## config.mk

```make
export PLATFORM = sky130hd
export DESIGN_NAME = fifo4x16_flat
export DESIGN_NICKNAME = d
export VERILOG_FILES = /design/src/rtl/fifo4x16_if.sv /design/src/rtl/fifo4x16.sv /design/src/flat_wrapper.sv
export SDC_FILE = /design/constraint.sdc
export NUM_CORES = 1
export LEC_CHECK = 0
export ABC_CLOCK_PERIOD_IN_PS = 2300
export BUFFER_PORTS_ARGS = -buffer_cell sky130_fd_sc_hd__buf_2
export CORE_UTILIZATION = 52
export DETAILED_ROUTE_END_ITERATION = 16
export PLACE_DENSITY = 0.75
export SYNTH_ARGS = -nofsm -noshare
export SYNTH_HDL_FRONTEND = slang
export SYNTH_SLANG_ARGS = --single-unit
```

## constraint.sdc

```tcl
create_clock -name clk -period 2.3 [get_ports clk]
set_clock_uncertainty 0.2 [all_clocks]
set_input_delay 0.46 -clock clk [delete_from_list [all_inputs] [get_ports clk]]
set_output_delay 0.46 -clock clk [all_outputs]
set_load 0.01 [all_outputs]
```

## src/rtl/fifo4x16_if.sv

```systemverilog
// Handshake and status bundle for the 4x16 FIFO.
// master = producer/consumer side, slave = the FIFO itself.
interface fifo4x16_if;
    logic        flush;
    logic [15:0] in_data;
    logic        in_valid;
    logic        in_ready;
    logic [15:0] out_data;
    logic        out_valid;
    logic        out_ready;
    logic [2:0]  count;
    logic        almost_full;

    modport master (
        output flush, in_data, in_valid, out_ready,
        input  in_ready, out_data, out_valid, count, almost_full
    );

    modport slave (
        input  flush, in_data, in_valid, out_ready,
        output in_ready, out_data, out_valid, count, almost_full
    );
endinterface

```

## src/rtl/fifo4x16.sv

```systemverilog
// 4-entry, 16-bit synchronous FIFO; the head word is selected from the four
// storage registers by a Mux4Way16 driven with the read pointer.

module mux4way16 (
    input  logic [15:0] a,
    input  logic [15:0] b,
    input  logic [15:0] c,
    input  logic [15:0] d,
    input  logic [1:0]  sel,
    output logic [15:0] out
);
    always_comb begin
        out = a;
        case (sel)
            2'd0: out = a;
            2'd1: out = b;
            2'd2: out = c;
            2'd3: out = d;
            default: out = a;
        endcase
    end
endmodule

module fifo4x16 #(
    parameter int unsigned AF_LEVEL = 3
) (
    input  logic        clk,
    input  logic        rst_n,
    fifo4x16_if.slave   bus
);
    logic [15:0] mem_q [4];
    logic [15:0] mem_d [4];
    logic [1:0]  wr_ptr_q, wr_ptr_d;
    logic [1:0]  rd_ptr_q, rd_ptr_d;
    logic [2:0]  count_q, count_d;
    logic        push, pop;
    logic [15:0] head_data;

    // Valid/ready: a word moves on a side only in a cycle where both valid and
    // ready are high at the rising edge; ready never depends on the other side.
    assign bus.in_ready    = (count_q != 3'd4);
    assign bus.out_valid   = (count_q != 3'd0);
    assign bus.count       = count_q;
    assign bus.almost_full = (count_q >= 3'(AF_LEVEL));
    assign bus.out_data    = head_data;

    assign push = bus.in_valid & bus.in_ready;
    assign pop  = bus.out_valid & bus.out_ready;

    mux4way16 u_read_mux (
        .a   (mem_q[0]),
        .b   (mem_q[1]),
        .c   (mem_q[2]),
        .d   (mem_q[3]),
        .sel (rd_ptr_q),
        .out (head_data)
    );

    always_comb begin
        mem_d    = mem_q;
        wr_ptr_d = wr_ptr_q;
        rd_ptr_d = rd_ptr_q;
        count_d  = count_q;
        // Flush wins over any handshake; storage is left as-is since count=0 hides it.
        if (bus.flush) begin
            wr_ptr_d = 2'd0;
            rd_ptr_d = 2'd0;
            count_d  = 3'd0;
        end else begin
            if (push) begin
                mem_d[wr_ptr_q] = bus.in_data;
                wr_ptr_d        = wr_ptr_q + 2'd1;
            end
            if (pop) begin
                rd_ptr_d = rd_ptr_q + 2'd1;
            end
            case ({push, pop})
                2'b10:   count_d = count_q + 3'd1;
                2'b01:   count_d = count_q - 3'd1;
                default: count_d = count_q;
            endcase
        end
    end

    always_ff @(posedge clk or negedge rst_n) begin
        if (!rst_n) begin
            for (int i = 0; i < 4; i++) begin
                mem_q[i] <= 16'h0000;
            end
            wr_ptr_q <= 2'd0;
            rd_ptr_q <= 2'd0;
            count_q  <= 3'd0;
        end else begin
            mem_q    <= mem_d;
            wr_ptr_q <= wr_ptr_d;
            rd_ptr_q <= rd_ptr_d;
            count_q  <= count_d;
        end
    end
endmodule
```

## src/flat_wrapper.sv

```systemverilog
// flat-port wrapper written by rule: the top's interface ports become plain ports
module fifo4x16_flat 
#(
    parameter int unsigned AF_LEVEL = 3
)
  (clk, rst_n, bus_flush, bus_in_data, bus_in_valid, bus_out_ready, bus_in_ready, bus_out_data, bus_out_valid, bus_count, bus_almost_full);
  fifo4x16_if bus_i ();
  input  logic clk;
  input  logic rst_n;
  input wire logic [$bits(bus_i.flush)-1:0] bus_flush;
  input wire logic [$bits(bus_i.in_data)-1:0] bus_in_data;
  input wire logic [$bits(bus_i.in_valid)-1:0] bus_in_valid;
  input wire logic [$bits(bus_i.out_ready)-1:0] bus_out_ready;
  output wire logic [$bits(bus_i.in_ready)-1:0] bus_in_ready;
  output wire logic [$bits(bus_i.out_data)-1:0] bus_out_data;
  output wire logic [$bits(bus_i.out_valid)-1:0] bus_out_valid;
  output wire logic [$bits(bus_i.count)-1:0] bus_count;
  output wire logic [$bits(bus_i.almost_full)-1:0] bus_almost_full;
  assign bus_i.flush = bus_flush;
  assign bus_i.in_data = bus_in_data;
  assign bus_i.in_valid = bus_in_valid;
  assign bus_i.out_ready = bus_out_ready;
  assign bus_in_ready = bus_i.in_ready;
  assign bus_out_data = bus_i.out_data;
  assign bus_out_valid = bus_i.out_valid;
  assign bus_count = bus_i.count;
  assign bus_almost_full = bus_i.almost_full;
  fifo4x16 #(.AF_LEVEL(AF_LEVEL)) u_core (.clk(clk), .rst_n(rst_n), .bus(bus_i));
endmodule
```

==> impl_results.md <==
* Failing checks: DRC, setup timing
* Hold Crit Depth at 2
* DIE AREA at 7094 um^2
* Reg2Reg Setup Slack at 0.11 ns
* PortBufs at 42
* Syn avg cell area at 13.37 um^2
* Status: finished with violations
* Vias in the first global route at 2381
* Critical path required time at 1.64 ns
* Fraction of registers with async set/reset at 100.0%
* Gate power share at 29.8%
* Synth Net Count at 293
* CTS tree: yes
* Synth top area share at 50.53%
* Core box area at 6422 um^2
* Setup TNS at -1.782 ns
* Initial antenna violation count at 0
* Post-synth EDFFs at 0
* Max frequency at 404.8 MHz
* Clock power share at 25.5%
* Setup crit start kind: flop
* DP Cell Count at 379
* First-pass GRT wire length at 12150 um
* Row cnt at 29
* Pins Over Slew Limit at 0
* Switch Pwr at 1.301 mW
* GR Util All Layers at 22.43%
* Beginning of the worst hold path: bus_in_data[2]
* Largest family of logic cells by synthesized area: multiplexers
* Reg clk slew, reported paths at 0.07 ns
* Final setup viols at 16
* Compound-Gate Fraction of Synth Area at 7.082%
* Cell breakdown of the critical path: inv_4 > ha_1 > buf_12 > mux2i_1 > buf_2
* RSZ-0062 raised after global routing: true
* Top cells by count, synth: 71 x dfrtp_1, 42 x mux2_1, 21 x inv_1, 17 x mux2i_1, 16 x a222oi_1
* Area Overhead vs Synth at 19.93%
* Post-synthesis xor/xnor area fraction at 0.4982%
* Pleak at 2.106 nW
* Adder-cell share of the synthesized area at 3.416%
* DRT Pass-1 Iters at 11
* Reg2reg start: u_core.bus.count[2]
* Fin util at 65.65%
* Slew headroom at 74.89%
* DR vias/cell at 5.698
* Final hold slack at 0.1610 ns
* Sw Share at 29.27%
* Worst-margin pin slew at 0.3767 ns
* Sequential area share after synthesis at 50.53%
* Mux contribution to synthesized area at 26.41%
* Largest net degree at the start of global routing at 72
* Max_cap viols at 0
* Crit. Startpoint: u_core.rd_ptr_q[0]
* Antenna fix cells at 0
* VDD IR max at 0.0006066 V
* Final ANT Viol Nets at 0
* Internal power at 3.143 mW
* FF+latch count, synth at 71
* Initial Util at 54.74%
* Placer Congestion at 0.7695
* Sequential group share of total power at 44.7%
* CP bufs+invs at 3
* Hold Crit Class: in -> reg
* Layout net count at 350
* Non-filler instance count after layout at 401
* Vias at 2285
* CP max FO at 13
* Delay-heaviest family, CP: buffers and inverters
* Setup ws final at -0.1706 ns
* Final count of hold timing violations at 0
* Wire per inst at 17.52 um
* Share of cells above drive strength 1 at 36.11%
* Slowest cell on the critical path: dfrtp_2
* Tcrit/Tclk final at 107.4%
* CP peak stage delay at 0.47 ns
* Layout fillers at 486
* Routed WL at 7025 um
* Synth Instances at 263
* FF-to-FF path depth at 7
* Synth area leader: dfrtp_1
* Clk buf depth at 2
* Horiz. Die Dim at 84.23 um
* CTS Buf Count at 9
* Minimum clock period at 2.471 ns
* Drt drc at 8
* Levels on crit path at 5
* Total grt overflow at 0
* Htree depth at 3
* Initial detailed-routing violation count at 194
* Crit end category: output pin
* Area contributors post-synth: dfrtp_1 51%, mux2_1 13%, mux2i_1 4.8%
* Most instantiated library cell after synthesis: dfrtp_1
* Netlist cell types at 36
* Clk_lat worst skew at 0.35 ns
* Clk sinks at 71
* Root Buffer: clkbuf_8
* Mapped Area at 3516 um^2
* PD cells at 1054 nW/um^2
* Arrival time at the worst endpoint at 1.81 ns
* Post-Synth Simple-Gate Area at 5.907%
* Ys Warns at 0
* Ports at 43
* Crit path kind: reg -> out
* Ys flop type: dfrtp_1
* DIE HEIGHT at 84.23 um
* DP Wirelength at 4474 um
==> cell families after synthesis <==
family                     after synthesis
muxes                                   81
DFF                                     71
buffers and inverters                   41
and+or+nand+nor                         30
AOI/OAI and AO/OA                       29
adders and majority gates                9
xor gates and xnor gates                 2
==> final cells by class <==
cell class,count,area (um^2),area share (%)
multi-input combinational,151,1583,37.54
clock buffer,12,165.2,3.917
clock inverter,3,65.06,1.543
inverter,21,81.33,1.929
sequential,71,1779,42.20
tap,77,96.34,2.285
timing repair buffer,66,446.7,10.59
==> power groups by stage <==
stage	combinational (mW)	sequential, mW	clock, mW
2_1_floorplan	0.902	1.92	0
3_3_place_gp	1.23	1.96	0
3_5_place_dp	1.27	2.00	0
4_1_cts	1.31	1.98	1.16
5_1_grt	1.46	2.04	1.21
6_report	1.32	1.99	1.13
==> what timing repair did <==
action                                 in CTS  in global routing
gates resized for setup                    15                  5
endpoints found under the hold margin      71                  0
setup buffers                               2                  3
cloned                                      1                  0
setup endpoints to repair                  16                 17
pin swaps                                  15                  5
hold buffers                                1                  0
==> flip-flops by register name, summed over array words and instances, names as in the netlist <==
register,cells
u_core.bus.count,3
u_core.mem_q,64
u_core.rd_ptr_q,2
u_core.wr_ptr_q,2
==> worst reg2reg max path: cells and delay by family (launching register included) <==
family          cells  cell delay (ns)
fa+ha+maj           1             0.53
compound gates      4             0.51
simple gates        2             0.48
flops               1             0.41
==> final timing paths <==
kind,endpoint
setup / recovery,bus_out_data[15]
hold / removal,u_core.mem_q[50]
setup reg to reg,u_core.bus.count[1]
hold reg to reg,u_core.mem_q[50]
max in group asynchronous,u_core.rd_ptr_q[0]
min in group asynchronous,u_core.mem_q[10]
==> placed cells by master (no fill, tap or decap), drive strengths merged <==
cell type / instances
and3b: 1
or3b: 1
nor2: 5
a221oi: 3
bufinv: 2
o221ai: 1
buf: 65
a222oi: 16
dlygate4sd3: 1
or3: 2
clkbuf: 12
or2: 1
nor2b: 1
and4b: 1
clkinv: 1
nor3: 1
xnor2: 2
nor3b: 1
mux2: 64
nand2b: 4
nand2: 10
ha: 8
a21o: 1
o21a: 1
nand3: 1
o21ai: 3
nand3b: 1
inv: 21
mux2i: 17
dfrtp: 71
fa: 1
a311oi: 1
a21oi: 3
==> through the flow <==
| stage | area [um^2] | worst slack (ns) | power (mW) |
|---|---|---|---|
| 3_3_place_gp | 3857 | 0.1073 | 3.186 |
| 4_1_cts | 4177 | -0.1412 | 4.446 |
| 2_1_floorplan | 3526 | -0.1138 | 2.819 |
| 3_5_place_dp | 3857 | 0.05000 | 3.267 |
| 5_1_grt | 4217 | -0.2365 | 4.705 |
| 6_report | 4217 | -0.1706 | 4.443 |
==> per-layer routing <==
| metal | share of wire, % | global-route usage [%] |
|---|---|---|
| met5 | 0 | 0 |
| met4 | 1.4 | 8.621 |
| met3 | 4.6 | 5.015 |
| met2 | 48 | 35.02 |
| met1 | 46 | 30.79 |
Power figures use the tool's default switching activity.
